<file path="src/rtl/spi_reg_bank.sv">
// SPI-slave configuration register bank: framed write / read-back, reg 0 is a read-only ID word.
// Optional frame-stall timeout is compiled in with SPI_REG_BANK_TIMEOUT_EN.

module spi_slave #(
    parameter int CPOL = 0,
    parameter int CPHA = 0,
    parameter int FSB  = 1
) (
    input  logic       clk,
    input  logic       rstn,
    input  logic       i_sclk,
    input  logic       i_ss_n,
    input  logic       i_mosi,
    output logic       o_miso,
    input  logic [7:0] i_tx_data,
    output logic [7:0] o_rx_data,
    output logic       o_rx_valid,
    input  logic       i_rx_ready,
    output logic       o_ss_rise
);
    logic [2:0] r_sclk_s, r_ss_s;
    logic [1:0] r_mosi_s;
    logic [2:0] r_bitcnt;
    logic [6:0] r_shift;
    logic       r_hold;
    logic [7:0] r_hold_data;
    logic       w_rise, w_fall, w_sample, w_done;
    logic [7:0] w_byte;
    logic [2:0] w_txidx;

    always_ff @(posedge clk or negedge rstn) begin
        if (!rstn) begin
            r_sclk_s <= {3{CPOL != 0}};
            r_ss_s   <= 3'b111;
            r_mosi_s <= '0;
        end else begin
            r_sclk_s <= {r_sclk_s[1:0], i_sclk};
            r_ss_s   <= {r_ss_s[1:0], i_ss_n};
            r_mosi_s <= {r_mosi_s[0], i_mosi};
        end
    end

    assign w_rise   = r_sclk_s[1] & ~r_sclk_s[2];
    assign w_fall   = ~r_sclk_s[1] & r_sclk_s[2];
    // Sampling edge is the rising edge exactly when CPOL and CPHA agree
    assign w_sample = ~r_ss_s[1] & (((CPOL != 0) ^ (CPHA != 0)) ? w_fall : w_rise);
    assign w_done   = w_sample && (r_bitcnt == 3'd7);
    assign w_byte   = (FSB != 0) ? {r_shift, r_mosi_s[1]} : {r_mosi_s[1], r_shift};

    assign o_rx_valid = r_hold | w_done;
    assign o_rx_data  = r_hold ? r_hold_data : w_byte;
    assign o_ss_rise  = r_ss_s[1] & ~r_ss_s[2];
    assign w_txidx    = (FSB != 0) ? (3'd7 - r_bitcnt) : r_bitcnt;
    assign o_miso     = i_tx_data[w_txidx];

    always_ff @(posedge clk or negedge rstn) begin
        if (!rstn) begin
            r_bitcnt    <= '0;
            r_shift     <= '0;
            r_hold      <= 1'b0;
            r_hold_data <= '0;
        end else if (r_ss_s[1]) begin
            r_bitcnt <= '0;
            r_hold   <= 1'b0;
        end else begin
            if (w_sample) begin
                r_bitcnt <= r_bitcnt + 3'd1;
                r_shift  <= (FSB != 0) ? {r_shift[5:0], r_mosi_s[1]} : {r_mosi_s[1], r_shift[6:1]};
            end
            // Keep a finished byte until the consumer is ready again
            if (o_rx_valid && !i_rx_ready) begin
                r_hold      <= 1'b1;
                r_hold_data <= o_rx_data;
            end else if (i_rx_ready) begin
                r_hold <= 1'b0;
            end
        end
    end
endmodule

module spi_reg_bank #(
    parameter int          CPOL        = 0,
    parameter int          CPHA        = 0,
    parameter int          FSB         = 1,
    parameter int          ADDR_WIDTH  = 5,
    parameter int          DATA_BYTES  = 4,
    parameter logic [63:0] ID_VALUE    = 64'h4652_0001,
    parameter int          TIMEOUT_CYC = 50000,
    localparam int         NUM_REGS    = 2 ** ADDR_WIDTH,
    localparam int         DW          = 8 * DATA_BYTES
) (
    input  logic                   clk,
    input  logic                   rstn,
    input  logic                   spi_s_sclk,
    input  logic                   spi_s_ss_n,
    input  logic                   spi_s_mosi,
    output logic                   spi_s_miso,
    output logic                   param_wen,
    output logic [ADDR_WIDTH-1:0]  param_waddr,
    output logic [NUM_REGS*DW-1:0] regs_flat,
    output logic                   frame_err
);
    typedef enum logic [2:0] {S_IDLE, S_ADDR, S_WDATA, S_RDATA, S_COMMIT} state_t;

    localparam logic [7:0] CMD_WR   = 8'h5A;
    localparam logic [7:0] CMD_RD   = 8'hA5;
    localparam logic [7:0] CMD_CLR  = 8'hC3;
    localparam logic [7:0] HI_MASK  = ~8'((1 << ADDR_WIDTH) - 1);
    localparam logic [2:0] LAST_IDX = 3'(DATA_BYTES - 1);

    state_t                r_state, w_next;
    logic [7:0]            w_rx_data, r_tx_data;
    logic                  w_rx_valid, w_rx_ready, w_accept, w_ss_rise;
    logic                  w_active, w_abort, w_timeout, w_last, w_commit_ok, w_rx_hi_bad;
    logic [ADDR_WIDTH-1:0] w_rx_addr, r_addr;
    logic                  r_is_wr, r_addr_bad;
    logic [2:0]            r_idx;
    logic [DW-1:0]         r_shadow, r_rd_shift, w_rd_word;
    logic [DW-1:0]         r_regs [1:NUM_REGS-1];

    spi_slave #(.CPOL(CPOL), .CPHA(CPHA), .FSB(FSB)) u_spi (
        .clk        (clk),
        .rstn       (rstn),
        .i_sclk     (spi_s_sclk),
        .i_ss_n     (spi_s_ss_n),
        .i_mosi     (spi_s_mosi),
        .o_miso     (spi_s_miso),
        .i_tx_data  (r_tx_data),
        .o_rx_data  (w_rx_data),
        .o_rx_valid (w_rx_valid),
        .i_rx_ready (w_rx_ready),
        .o_ss_rise  (w_ss_rise)
    );

    assign w_rx_ready  = (r_state != S_COMMIT);
    assign w_accept    = w_rx_valid & w_rx_ready;
    assign w_active    = (r_state == S_ADDR) || (r_state == S_WDATA) || (r_state == S_RDATA);
    assign w_abort     = w_active & (w_ss_rise | w_timeout);
    assign w_last      = (r_idx == LAST_IDX);
    assign w_commit_ok = !r_addr_bad && (r_addr != '0);
    assign w_rx_addr   = w_rx_data[ADDR_WIDTH-1:0];
    assign w_rx_hi_bad = |(w_rx_data & HI_MASK);
    assign w_rd_word   = w_rx_hi_bad ? '0 : regs_flat[w_rx_addr*DW +: DW];

`ifdef SPI_REG_BANK_TIMEOUT_EN
    logic [31:0] r_to_cnt;
    always_ff @(posedge clk or negedge rstn) begin
        if (!rstn)                      r_to_cnt <= '0;
        else if (!w_active || w_accept) r_to_cnt <= '0;
        else                            r_to_cnt <= r_to_cnt + 32'd1;
    end
    assign w_timeout = (r_to_cnt >= 32'(TIMEOUT_CYC));
`else
    assign w_timeout = (TIMEOUT_CYC < 0);
`endif

    always_ff @(posedge clk or negedge rstn) begin
        if (!rstn) r_state <= S_IDLE;
        else       r_state <= w_next;
    end

    always_comb begin
        w_next = r_state;
        case (r_state)
            S_IDLE:   if (w_accept && (w_rx_data == CMD_WR || w_rx_data == CMD_RD)) w_next = S_ADDR;
            S_ADDR:   if (w_accept) w_next = r_is_wr ? S_WDATA : S_RDATA;
            S_WDATA:  if (w_accept && w_last) w_next = S_COMMIT;
            S_RDATA:  if (w_accept && w_last) w_next = S_IDLE;
            S_COMMIT: w_next = S_IDLE;
            default:  w_next = S_IDLE;
        endcase
        if (w_abort) w_next = S_IDLE;
    end

    always_ff @(posedge clk or negedge rstn) begin
        if (!rstn) begin
            r_is_wr     <= 1'b0;
            r_addr      <= '0;
            r_addr_bad  <= 1'b0;
            r_idx       <= '0;
            r_shadow    <= '0;
            r_rd_shift  <= '0;
            r_tx_data   <= '0;
            param_wen   <= 1'b0;
            param_waddr <= '0;
            frame_err   <= 1'b0;
        end else begin
            param_wen <= 1'b0;
            if (w_abort) begin
                r_tx_data <= '0;
                frame_err <= 1'b1;
            end else begin
                case (r_state)
                    S_IDLE: if (w_accept) begin
                        r_is_wr <= (w_rx_data == CMD_WR);
                        if (w_rx_data == CMD_CLR) frame_err <= 1'b0;
                    end
                    S_ADDR: if (w_accept) begin
                        r_addr     <= w_rx_addr;
                        r_addr_bad <= w_rx_hi_bad;
                        r_idx      <= '0;
                        if (!r_is_wr) begin
                            r_tx_data  <= w_rd_word[7:0];
                            r_rd_shift <= w_rd_word >> 8;
                        end
                    end
                    S_WDATA: if (w_accept) begin
                        r_shadow[8*r_idx +: 8] <= w_rx_data;
                        r_idx                  <= r_idx + 3'd1;
                    end
                    S_RDATA: if (w_accept) begin
                        r_idx      <= r_idx + 3'd1;
                        r_tx_data  <= w_last ? 8'h00 : r_rd_shift[7:0];
                        r_rd_shift <= r_rd_shift >> 8;
                    end
                    S_COMMIT: begin
                        param_wen <= w_commit_ok;
                        if (w_commit_ok) param_waddr <= r_addr;
                        else             frame_err   <= 1'b1;
                    end
                    default: ;
                endcase
            end
        end
    end

    assign regs_flat[DW-1:0] = DW'(ID_VALUE);

    for (genvar r = 1; r < NUM_REGS; r++) begin : g_reg
        always_ff @(posedge clk or negedge rstn) begin
            if (!rstn)
                r_regs[r] <= '0;
            else if (r_state == S_COMMIT && w_commit_ok && r_addr == ADDR_WIDTH'(r))
                r_regs[r] <= r_shadow;
        end
        assign regs_flat[r*DW +: DW] = r_regs[r];
    end
endmodule
</file>
<file path="config.mk">
export PLATFORM = sky130hd
export DESIGN_NAME = spi_reg_bank
export DESIGN_NICKNAME = d
export VERILOG_FILES = /design/src/rtl/spi_reg_bank.sv
export SDC_FILE = /design/constraint.sdc
export NUM_CORES = 2
export LEC_CHECK = 0
export CAP_MARGIN = 20
export CORE_AREA = 2 2 408 410
export DETAILED_ROUTE_END_ITERATION = 10
export DIE_AREA = 0 0 410 412
export PLACE_DENSITY_LB_ADDON = 0.3
export SYNTH_ARGS = -nofsm -noshare
export SYNTH_HDL_FRONTEND = slang
export SYNTH_HIERARCHICAL = 1
export SYNTH_SLANG_ARGS = --single-unit
</file>
<file path="constraint.sdc">
create_clock -name clk -period 3.3 [get_ports clk]
set_input_delay 0.495 -clock clk [delete_from_list [all_inputs] [get_ports clk]]
set_output_delay 0.495 -clock clk [all_outputs]
set_load 0.03 [all_outputs]
</file>
==> flow_summary.json <==
{
  "status": "complete, no violations",
  "irDropWorstVdd_v": 0.000490,
  "finalHoldViolations": 0,
  "crit_path_frequent_cell": "buf_12",
  "drt_iter0_drc": 2567,
  "grt_pass1_vias": 36500,
  "pwr-share-clk_pct": 44.8,
  "slew_viol_final": 0,
  "cts_inserted_buffers": 133,
  "criticalPathCategory": "reg -> reg",
  "crit_arrival_ps": 3910,
  "remaining_drc_errors": 0,
  "synth_ff_type": "dfrtp_1",
  "nets": 4451,
  "seq_area_sq_um": 27600,
  "vias_per_cell": 5.35,
  "overflow": 0,
  "p_comb_share_pct": 14.1,
  "synth_seq_cells": 1103,
  "grtUsageTotal_pct": 26.6,
  "total_power_w": 0.0331,
  "crit_buf_inv": 3,
  "yosysWarnings": 6,
  "multi_input_area_sq_um": 21000,
  "period_share_pct": 98.1,
  "initial_utilization_pct": 30.4,
  "core-area_sq_um": 164000,
  "dr.pass1.iters": 5,
  "die_h_microns": 412,
  "hpwl_mm": 168,
  "grt_pass1_wl_mm": 314,
  "fillCellCount": 15200,
  "path_max_fanout": 18,
  "cts.sinks": 1103,
  "clock_latency_ps": 760,
  "cts.clk_slew.worst_paths_ps": 60,
  "clock_skew_ps": 29.9,
  "clock.fmax_mhz": 309,
  "vias": 36000,
  "grt_max_degree": 95,
  "maxCapViolCount": 0,
  "start_kind": "flip-flop",
  "drive_gt1_share_pct": 39.2,
  "fp-row-count": 149,
  "ant_nets": 0,
  "hold_path_class": "in -> reg",
  "post_drt_wl_per_cell_microns": 34.2,
  "postCtsSetupBuffers": 0,
  "synth-edff-count": 0,
  "setup_viol": 0,
  "critPathTopFamily": "compound AO/OA/AOI/OAI gates",
  "grt_antenna_before_repair": 13,
  "clockRootBuffer": "clkbuf_16",
  "rsz0062_at_grt": "false",
  "swShare_pct": 28.5,
  "die_w_microns": 410,
  "sequentialPowerShare_pct": 41.2,
  "synth-async-reset-ratio_pct": 100,
  "syn_to_final_growth_pct": 36.7,
  "worstPathRequired_ps": 3970,
  "cts.path.max_buffers": 3,
  "slowest_stage": "a221oi_1",
  "crit_chain": "buf_4, mux2_8, buf_12, buf_12, mux2i_1, a221oi_1, a21oi_1, o21ai_0",
  "synth-seq-area-share_pct": 55.3,
  "cts_max_level": 4,
  "synth_cell_types": 61,
  "critPathMaxStageDelay_ps": 1110,
  "dieArea_sq_um": 169000,
  "io_pins": 1037,
  "relSlewSlack_pct": 12.5,
  "cts_tree": "built",
  "endpoint_kind": "flip-flop",
  "p_int_w": 0.0236,
  "holdWs_ps": 272,
  "layout_min_cycle_time_ps": 3240,
  "wl_mm": 230,
  "worst_slew_pin_slew_ps": 1310,
  "power_switching_w": 0.00944,
  "port_buffers": 1004,
  "place.gp.congestion": 0.869,
  "avgSynthCellArea_sq_um": 14.8,
  "powerDensity_nw_per_um2": 484,
  "synth.cell_area_sq_um": 49900,
  "synth_cells": 3376,
  "p_leak_nw": 31.2
}
worst reg2reg max path, delay by kind of cell, from the launching register on:
kind / cells / cell delay [ps]
buffers and inverters: 3 / 660
AO/OA/AOI/OAI: 3 / 1450
flip-flops: 1 / 400
multiplexers: 2 / 670
synthesized netlist by cell type, types with 6 or more instances:
cell type  number  area share (%)
a22o_1          6            0.11
or3_1          10            0.13
a22oi_1        23            0.35
and3_1          7           0.088
buf_2         137             1.4
nand2_1        95            0.71
clkbuf_1      144             1.1
and2_1         17            0.21
dfrtp_1      1100              55
nand3_1        30            0.30
inv_1          13           0.098
a221o_1        15            0.30
a31oi_1        10            0.13
mux2_2       1099              25
mux4_2        187             8.4
ha_1            6            0.15
nor3_1         14            0.14
o21ai_0        41            0.41
buf_1          18            0.14
nor2_1         67            0.50
a211oi_1       12            0.18
o221ai_1        7            0.12
nor2b_1        12            0.15
mux2i_1        64             1.3
a221oi_1       42            0.74
a21oi_1        43            0.43
o22ai_1        43            0.54
buf_4          39            0.59
final cells by class:
class,count,area share [%]
Antenna cell,3,0.0110
Clock buffer,192,5.54
Clock inverter,39,0.834
Inverter,14,0.0806
Multi-Input combinational cell,1946,30.7
Sequential cell,1103,40.4
Tap cell,2189,4.01
Timing Repair Buffer,1242,18.4
logic make-up (layout without fill, tap and decap cells):
kind of cell / after synthesis / in the layout / share of synthesized area, %
mux: 1352 / 1352 / 34.6
flops: 1103 / 1103 / 55.3
buf+inv: 357 / 1487 / 3.39
simple gates: 290 / 290 / 2.86
compound gates: 265 / 265 / 3.69
fa+ha+maj: 6 / 6 / 0.150
other cells: 2 / 35 / 0.0150
xor+xnor: 1 / 1 / 0.0175
path summary, 6_finish.rpt:
check	end	from	cells past startpoint	slack [ps]
worst max-delay path	r_rd_shift[3]$_DFFE_PN0P_	u_spi/r_hold$_DFFE_PN0P_	8	60
worst min-delay path	u_spi/r_sclk_s[0]$_DFF_PN0_	spi_s_sclk	1	270
worst max register to register	r_rd_shift[3]$_DFFE_PN0P_	u_spi/r_hold$_DFFE_PN0P_	8	60
worst min register to register	u_spi/r_ss_s[1]$_DFF_PN1_	u_spi/r_ss_s[0]$_DFF_PN1_	0	370
max in group asynchronous	regs_flat[914]$_DFFE_PN0P_	rstn	3	1790
min in group asynchronous	regs_flat[807]$_DFFE_PN0P_	rstn	2	410
cell usage in the layout (no fill, tap or decap), types with 19 or more instances in the layout:
master / instances
clkbuf_1: 39
buf_12: 53
nand2_2: 19
a221oi_1: 41
nand2_1: 79
conb_1: 32
clkdlybuf4s50_1: 1002
buf_4: 182
a22oi_1: 23
nand3_1: 30
o22ai_1: 43
o21ai_0: 41
dfrtp_1: 1098
a21oi_1: 43
mux4_2: 187
mux2i_1: 64
clkbuf_16: 136
nor2_1: 52
mux2_2: 1094
routing by layer:
metal  wire (microns)  GRT usage [%]  vias to the layer above
li1                 -              -                    14600
met1            90200           32.6                    19600
met2           113000           44.9                     1514
met3            18400           7.65                      313
met4             8210           8.74                        4
met5               23              0                        -
state kept, by name, indices dropped and copies added (netlist names), 2 cells and up:
name               flops
u_spi/r_hold_data      8
r_tx_data              8
regs_flat            992
u_spi/r_sclk_s         3
r_idx                  3
u_spi/r_bitcnt         3
r_rd_shift            24
r_addr                 5
u_spi/r_ss_s           3
u_spi/r_mosi_s         2
r_state                3
param_waddr            5
r_shadow              32
u_spi/r_shift          7
metrics by stage:
step / setup slack, ps / util [%] / setup TNS, ps / cell area (sq um) / instances
6_report: 62.5 / 41.6 / 0 / 68300 / 6728
5_1_grt: 34.8 / 41.6 / 0 / 68300 / 6725
4_1_cts: 45.9 / 41.6 / 0 / 68300 / 6725
3_5_place_dp: -98.3 / 38.9 / -98.3 / 63900 / 6493
3_3_place_gp: -70.8 / 38.9 / -70.8 / 63900 / 6491
2_1_floorplan: 551 / - / 0 / 50100 / 3406
repair_timing:
item                                   in CTS  in global routing
resized for setup                           2                  0
hold buffers                                1                  0
endpoints found under the hold margin      32                  0
setup endpoints to repair                   2                  0
power groups by stage:
stage / logic, W / registers (W) / clock network, W
global placement: 0.00476 / 0.0139 / 0
floorplan: 0.00187 / 0.0138 / 0
detailed placement: 0.00478 / 0.0139 / 0
global route: 0.00492 / 0.0136 / 0.0157
finish: 0.00465 / 0.0136 / 0.0148
CTS: 0.00479 / 0.0136 / 0.0151
No activity file was read; power rests on OpenSTA's default activity.
